File: src/rtl/ttt_pkg.sv
`default_nettype none
// +--------------------------------------------------------------------+
// | ttt_pkg : shared types and free-cell search for ttt_board_nxn        |
// | rev 1.0                                                              |
// +--------------------------------------------------------------------+
package ttt_pkg;

   localparam int MAX_NC = 25;

   typedef enum logic [1:0] {
      EMPTY = 2'b00,
      P1    = 2'b01,
      P2    = 2'b10
   } cell_t;

   typedef enum logic [1:0] {
      NONE   = 2'b00,
      WIN_P1 = 2'b01,
      WIN_P2 = 2'b10,
      DRAW   = 2'b11
   } result_t;

   typedef enum logic [1:0] {
      PLAY  = 2'd0,
      CHECK = 2'd1,
      DONE  = 2'd2
   } state_t;

   // First EMPTY cell strictly above idx, wrapping; returns idx itself if it is the only one left.
   function automatic logic [4:0] next_free(input logic [2*MAX_NC-1:0] b,
                                            input int nc,
                                            input int idx);
      logic       found;
      int         k;
      logic [4:0] res;
      found = 1'b0;
      res   = idx[4:0];
      for (int off = 1; off <= MAX_NC; off++) begin
         if (!found && off <= nc) begin
            k = idx + off;
            if (k >= nc) k = k - nc;
            if (b[2*k +: 2] == EMPTY) begin
               found = 1'b1;
               res   = k[4:0];
            end
         end
      end
      return res;
   endfunction

endpackage
`default_nettype wire

File: src/rtl/ttt_line_check.sv
`default_nettype none
// +--------------------------------------------------------------------+
// | ttt_line_check : flags an N-in-line (rows, columns, diagonals)       |
// | rev 1.0                                                              |
// +--------------------------------------------------------------------+
module ttt_line_check
   import ttt_pkg::*;
#(
   parameter int N = 3
) (
   input  logic [2*N*N-1:0] board,
   input  logic [1:0]       player,
   output logic             win
);

   localparam int NC = N*N;

   logic [NC-1:0] hit;
   logic          row_ok;
   logic          col_ok;
   logic          diag_ok;
   logic          anti_ok;

   for (genvar k = 0; k < NC; k++) begin : g_hit
      assign hit[k] = (board[2*k +: 2] == player);
   end

   always_comb begin
      win     = 1'b0;
      row_ok  = 1'b1;
      col_ok  = 1'b1;
      diag_ok = 1'b1;
      anti_ok = 1'b1;
      for (int i = 0; i < N; i++) begin
         row_ok = 1'b1;
         col_ok = 1'b1;
         for (int j = 0; j < N; j++) begin
            row_ok = row_ok & hit[i*N + j];
            col_ok = col_ok & hit[j*N + i];
         end
         diag_ok = diag_ok & hit[i*N + i];
         anti_ok = anti_ok & hit[i*N + (N-1-i)];
         win     = win | row_ok | col_ok;
      end
      win = win | diag_ok | anti_ok;
   end

endmodule
`default_nettype wire

File: src/rtl/ttt_board_nxn.sv
`default_nettype none
// +--------------------------------------------------------------------+
// | ttt_board_nxn : N x N tic-tac-toe controller with per-turn timeout   |
// | rev 1.0                                                              |
// +--------------------------------------------------------------------+
module ttt_board_nxn
   import ttt_pkg::*;
#(
   parameter int N            = 3,
   parameter int TURN_TIMEOUT = 50_000_000
) (
   input  logic                    clk,
   input  logic                    rst,
   input  logic                    sel,
   input  logic                    next,
   input  logic                    restart,
   output logic [2*N*N-1:0]        board,
   output logic [$clog2(N*N)-1:0]  position_out,
   output logic                    turn,
   output logic [1:0]              winner,
   output logic                    game_over,
   output logic                    timeout
);

   localparam int NC = N*N;
   localparam int PW = $clog2(NC);
   localparam int TW = $clog2(TURN_TIMEOUT);
   localparam logic [TW-1:0] TIMER_LAST = TW'(TURN_TIMEOUT - 1);

   state_t          state, state_n;
   logic            sel_q, next_q, restart_q;
   logic [TW-1:0]   timer, timer_n;
   logic            starter, starter_n;
   logic [2*NC-1:0] board_n;
   logic [PW-1:0]   pos_n;
   logic            turn_n;
   logic [1:0]      winner_n;
   logic            timeout_n;

   logic                sel_edge, next_edge, restart_edge;
   logic [1:0]          mover;
   logic                line_win;
   logic                any_empty;
   logic [2*MAX_NC-1:0] board_pad;
   logic [PW-1:0]       free_pos;

   assign sel_edge     = sel & ~sel_q;
   assign next_edge    = next & ~next_q;
   assign restart_edge = restart & ~restart_q;
   assign mover        = turn ? P2 : P1;

   always_comb begin
      board_pad           = '0;
      board_pad[2*NC-1:0] = board;
      any_empty           = 1'b0;
      for (int k = 0; k < NC; k++) begin
         if (board[2*k +: 2] == EMPTY) any_empty = 1'b1;
      end
   end

   // Same search serves the next button and the post-move cursor hop.
   assign free_pos = PW'(next_free(board_pad, NC, int'(position_out)));

   ttt_line_check #(.N(N)) u_line_check (
      .board  (board),
      .player (mover),
      .win    (line_win)
   );

   always_comb begin
      state_n   = state;
      board_n   = board;
      pos_n     = position_out;
      turn_n    = turn;
      winner_n  = winner;
      timer_n   = timer;
      starter_n = starter;
      timeout_n = 1'b0;
      if (restart_edge) begin
         board_n   = '0;
         pos_n     = '0;
         turn_n    = ~starter;
         starter_n = ~starter;
         winner_n  = NONE;
         timer_n   = '0;
         state_n   = PLAY;
      end else begin
         case (state)
            PLAY: begin
               if (sel_edge || timer == TIMER_LAST) begin
                  board_n[2*position_out +: 2] = mover;
                  timer_n   = '0;
                  timeout_n = ~sel_edge;
                  state_n   = CHECK;
               end else if (next_edge) begin
                  pos_n = free_pos;
               end else begin
                  timer_n = timer + 1'b1;
               end
            end
            CHECK: begin
               if (line_win) begin
                  winner_n = turn ? WIN_P2 : WIN_P1;
                  state_n  = DONE;
               end else if (!any_empty) begin
                  winner_n = DRAW;
                  state_n  = DONE;
               end else begin
                  turn_n  = ~turn;
                  pos_n   = free_pos;
                  state_n = PLAY;
               end
            end
            DONE:    state_n = DONE;
            default: state_n = PLAY;
         endcase
      end
   end

   always_ff @(posedge clk) begin
      if (!rst) begin
         state        <= PLAY;
         sel_q        <= 1'b0;
         next_q       <= 1'b0;
         restart_q    <= 1'b0;
         timer        <= '0;
         starter      <= 1'b0;
         board        <= '0;
         position_out <= '0;
         turn         <= 1'b0;
         winner       <= NONE;
         game_over    <= 1'b0;
         timeout      <= 1'b0;
      end else begin
         state        <= state_n;
         sel_q        <= sel;
         next_q       <= next;
         restart_q    <= restart;
         timer        <= timer_n;
         starter      <= starter_n;
         board        <= board_n;
         position_out <= pos_n;
         turn         <= turn_n;
         winner       <= winner_n;
         game_over    <= (state_n == DONE);
         timeout      <= timeout_n;
      end
   end

endmodule
`default_nettype wire

File: config.mk
export PLATFORM = sky130hd
export DESIGN_NAME = ttt_board_nxn
export DESIGN_NICKNAME = d
export VERILOG_FILES = /design/src/rtl/ttt_pkg.sv /design/src/rtl/ttt_line_check.sv /design/src/rtl/ttt_board_nxn.sv
export SDC_FILE = /design/constraint.sdc
export NUM_CORES = 1
export LEC_CHECK = 0
export ABC_AREA = 1
export CAP_MARGIN = 10
export CELL_PAD_IN_SITES_DETAIL_PLACEMENT = 1
export CELL_PAD_IN_SITES_GLOBAL_PLACEMENT = 1
export CORE_UTILIZATION = 40
export CTS_CLUSTER_DIAMETER = 150
export DETAILED_ROUTE_END_ITERATION = 8
export PLACE_DENSITY = 0.89
export SYNTH_ARGS = -nofsm -noshare
export SYNTH_HDL_FRONTEND = slang
export SYNTH_HIERARCHICAL = 1
export SYNTH_SLANG_ARGS = --single-unit
File: constraint.sdc
create_clock -name clk -period 4.7 [get_ports clk]
set_input_delay 0.94 -clock clk [delete_from_list [all_inputs] [get_ports clk]]
set_output_delay 0.94 -clock clk [all_outputs]
set_load 0.1 [all_outputs]
==> metrics.csv <==
stage,metric,value,unit
outcome,outcome,finished clean,
worst_setup_path,slowest cell on the critical path,dfxtp_2,
routing,Vias,7982,
finish,Area Overhead vs Synth,14.1,%
logic_synthesis,Seq cells post-synth,59,
placed_design,Routability Congestion,1.01,
clocking,Post-CTS Setup Repair Bufs,0,
clocking,Sink Count,59,
clocking,TritonCTS Buffers,9,
sta,Slew @ Worst Pin,1010,ps
sta,setup TNS,0,ps
routing,final wirelength,26600,um
logic_synthesis,most numerous cell in the Yosys netlist,nand2_1,
clocking,CTS H-tree lvls,3,
die,core area,0.0159,sq mm
global_routing,vias in the first global route,7876,
logic_synthesis,synthesized cell area,0.00652,sq mm
logic_synthesis,Mapped Cells,1136,
clocking,CTS Buffer Depth,2,
worst_setup_path,Startpoint Class,flip-flop,
logic_synthesis,yosys warns,6,
die,die area,0.0168,sq mm
global_routing,first-pass GRT wire length,41800,um
finish,fin area,0.00744,sq mm
worst_setup_path,crit path DAT,4430,ps
logic_synthesis,sequential area share after synthesis,0.181,
logic_synthesis,Yosys top cell area share,0.184,
global_routing,largest net degree at the start of global routing,27,
die,Die H,130,um
routing,Detail Route Antenna Nets,0,
logic_synthesis,Synth Flop Type,dfxtp_1,
logic_synthesis,top post-synthesis cells by count,"319 x nand2_1, 170 x inv_1, 107 x nor2_1",
pwr,power per cell area,887,mW/mm^2
die,die width,130,um
die,row cnt,46,
routing,1st-iter DRT viols,661,
finish,Nets,1206,
worst_setup_path,CP top delay family,simple AND/OR/NAND/NOR gates,
clocking,clk slew on worst S/H paths,60,ps
finish,# fillers,2274,
worst_setup_path,WP buf/inv,4,
clocking,TritonCTS clock tree,yes,
clocking,CTS Hold Bufs,0,
logic_synthesis,Avg Synthesized Cell Area,5.74,sq um
global_routing,initial antenna violation count,0,
worst_setup_path,"Critical Path, Cell by Cell","inv_2, ha_1, inv_1, nand2_1, nand3_2, nand3_2, nand2_1, nand2_1, nor2_1, nand2_1, a21oi_2, nand3_2, inv_2, nand3_1, nor2_4, nand4_4, nor2_2, nand2_1, nand2_1, inv_1, nand2_1, nand2_1, nand2_1, a21oi_1",
finish,storage element area,0.00118,sq mm
finish,Ant. Diodes,0,
finish,area of the multi-input gates,0.00452,sq mm
sta,clk_skew,6.68,ps
die,Starting Density,0.411,
logic_synthesis,Post-synth EDFFs,0,
clocking,worst skew pair latency,340,ps
routing,First-pass DRT Iterations,5,
sta,final hold vios,0,
sta,final worst path period share,0.896,
worst_setup_path,Crit. End Element,flip-flop,
logic_synthesis,Synth area leader,nand2_1,
global_routing,total track usage,0.323,
routing,vias per inst,5.72,
placed_design,Placed Area,0.00710,sq mm
pwr,maximum VDD drop,308,uV
sta,fmax,237,MHz
finish,share of cells above drive strength 1,0.0915,
placed_design,HPWL Detailed,19500,um
logic_synthesis,async set-reset flop share out of synthesis,0,
sta,minimum clock period,4210,ps
sta,slew margin rel.,0.328,
worst_setup_path,crit path max fanout,14,
routing,DRC,0,
placed_design,Port Buffers,31,
clocking,root buffer cell,clkbuf_16,
die,I/O pins,32,
pwr,Static Leak,0.00333,uW
worst_setup_path,Crit path largest cell delay,510,ps
worst_setup_path,WS Path Type,reg2reg,
sta,"Slew Viols, Final",0,
logic_synthesis,syn_nets,1167,
logic_synthesis,Netlist cell types,51,
worst_setup_path,Critical Path RT,4920,ps
sta,RSZ-0062 raised after global routing,false,
worst_setup_path,critical path's most frequent cell,nand2_1,
job,MaxCap Viol Count,0,
hold_path,worst hold path class,reg2reg,
global_routing,grt total ovfl,0,
routing,mean routed wirelength per cell,19.1,um
sta,final setup fails,0,
logic_synthesis,Area contributors post-synth,"nand2_1 18%, dfxtp_1 18%, inv_1 9.8%",
[sequential cells by signal, summed over array words and instances, names as in the netlist]
signal / count
turn: 1
starter: 1
winner: 2
position_out: 4
game_over: 1
sel_q: 1
timer: 26
next_q: 1
restart_q: 1
timeout: 1
board: 18
state: 2
[routing by layer]
layer / up-vias / GRT usage / routed length (um)
li1: 3780 / - / -
met2: 289 / 0.530 / 12300
met1: 3814 / 0.397 / 11100
met5: - / 0 / 0
met3: 99 / 0.0512 / 1650
met4: 0 / 0.200 / 1610
[worst reg2reg max path, cell delays in order (launching register included)]
cell     delay [ps]
dfxtp_2         510
inv_2           210
ha_1            420
inv_1           250
nand2_1         140
nand3_2         180
nand3_2         190
nand2_1         110
nand2_1         130
nor2_1          130
nand2_1          80
a21oi_2         170
nand3_2         140
inv_2           170
nand3_1         140
nor2_4          220
nand4_4         150
nor2_2          290
nand2_1          80
nand2_1          60
inv_1            50
nand2_1          80
nand2_1          60
nand2_1          60
a21oi_1          60
[path summary, 6_finish.rpt]
path                   startpoint              end  depth (start not counted)  slack (ps)
hold reg to reg          timer[6]         timer[6]                          2         470
setup / recovery  position_out[2]  position_out[1]                         24         490
hold / removal           timer[6]         timer[6]                          2         470
setup reg to reg  position_out[2]  position_out[1]                         24         490
[metrics by stage]
step	utilization	std cells	setup WS, ps	hold slack, ps	total power [uW]
4_1_cts	0.468	1396	317	475	6470
3_5_place_dp	0.447	1380	361	468	5610
2_1_floorplan	-	1136	309	434	4300
6_report	0.468	1396	489	470	6600
5_1_grt	0.468	1396	112	495	7160
3_3_place_gp	0.447	1380	483	451	5500
[cells by family after synthesis]
kind of cell / Yosys count / synth area share
AO/OA/AOI/OAI: 208 / 0.186
XOR/XNOR: 18 / 0.0282
adder cells (fa/ha/maj): 26 / 0.0499
buffers and inverters: 205 / 0.125
flip-flops: 59 / 0.181
AND/OR/NAND/NOR: 620 / 0.429
[cells in the final DEF (no fill, tap or decap), types with 9 or more instances in the layout]
| cell | Yosys | final |
|---|---|---|
| o21ai_0 | 67 | 67 |
| nand4_1 | 27 | 27 |
| nand2_2 | 24 | 24 |
| dfxtp_1 | 59 | 58 |
| inv_1 | 170 | 170 |
| nand3_1 | 89 | 89 |
| o21ai_1 | 13 | 13 |
| nand3_2 | 9 | 9 |
| buf_4 | 0 | 12 |
| clkbuf_16 | 0 | 9 |
| nor3_1 | 21 | 21 |
| a21oi_1 | 65 | 65 |
| xor2_1 | 12 | 12 |
| o211ai_1 | 28 | 28 |
| nor2_1 | 107 | 107 |
| ha_1 | 26 | 26 |
| nand2_1 | 319 | 319 |
| clkdlybuf4s50_1 | 0 | 31 |
| inv_2 | 14 | 14 |
[what timing repair did]
item / CTS / global route
resized for setup: 0 / 1
hold endpoints to repair: 0 / 0
endpoints found under the setup margin: 0 / 4
[area by class of cell]
class	instances	share of cell area
flip-flops and latches	59	0.159
inverters	190	0.0972
well taps	216	0.0363
multi-input cells	872	0.608
repair buffers	43	0.0538
clock inverters	5	0.0135
clock buffers	11	0.0326
[power by group]
group	internal (uW)	switching (uW)
Clock	530	243
Combinational	1490	3760
Sequential	524	53.9
Total	2540	4060
Note: power is estimated with default switching activity, not from simulation.
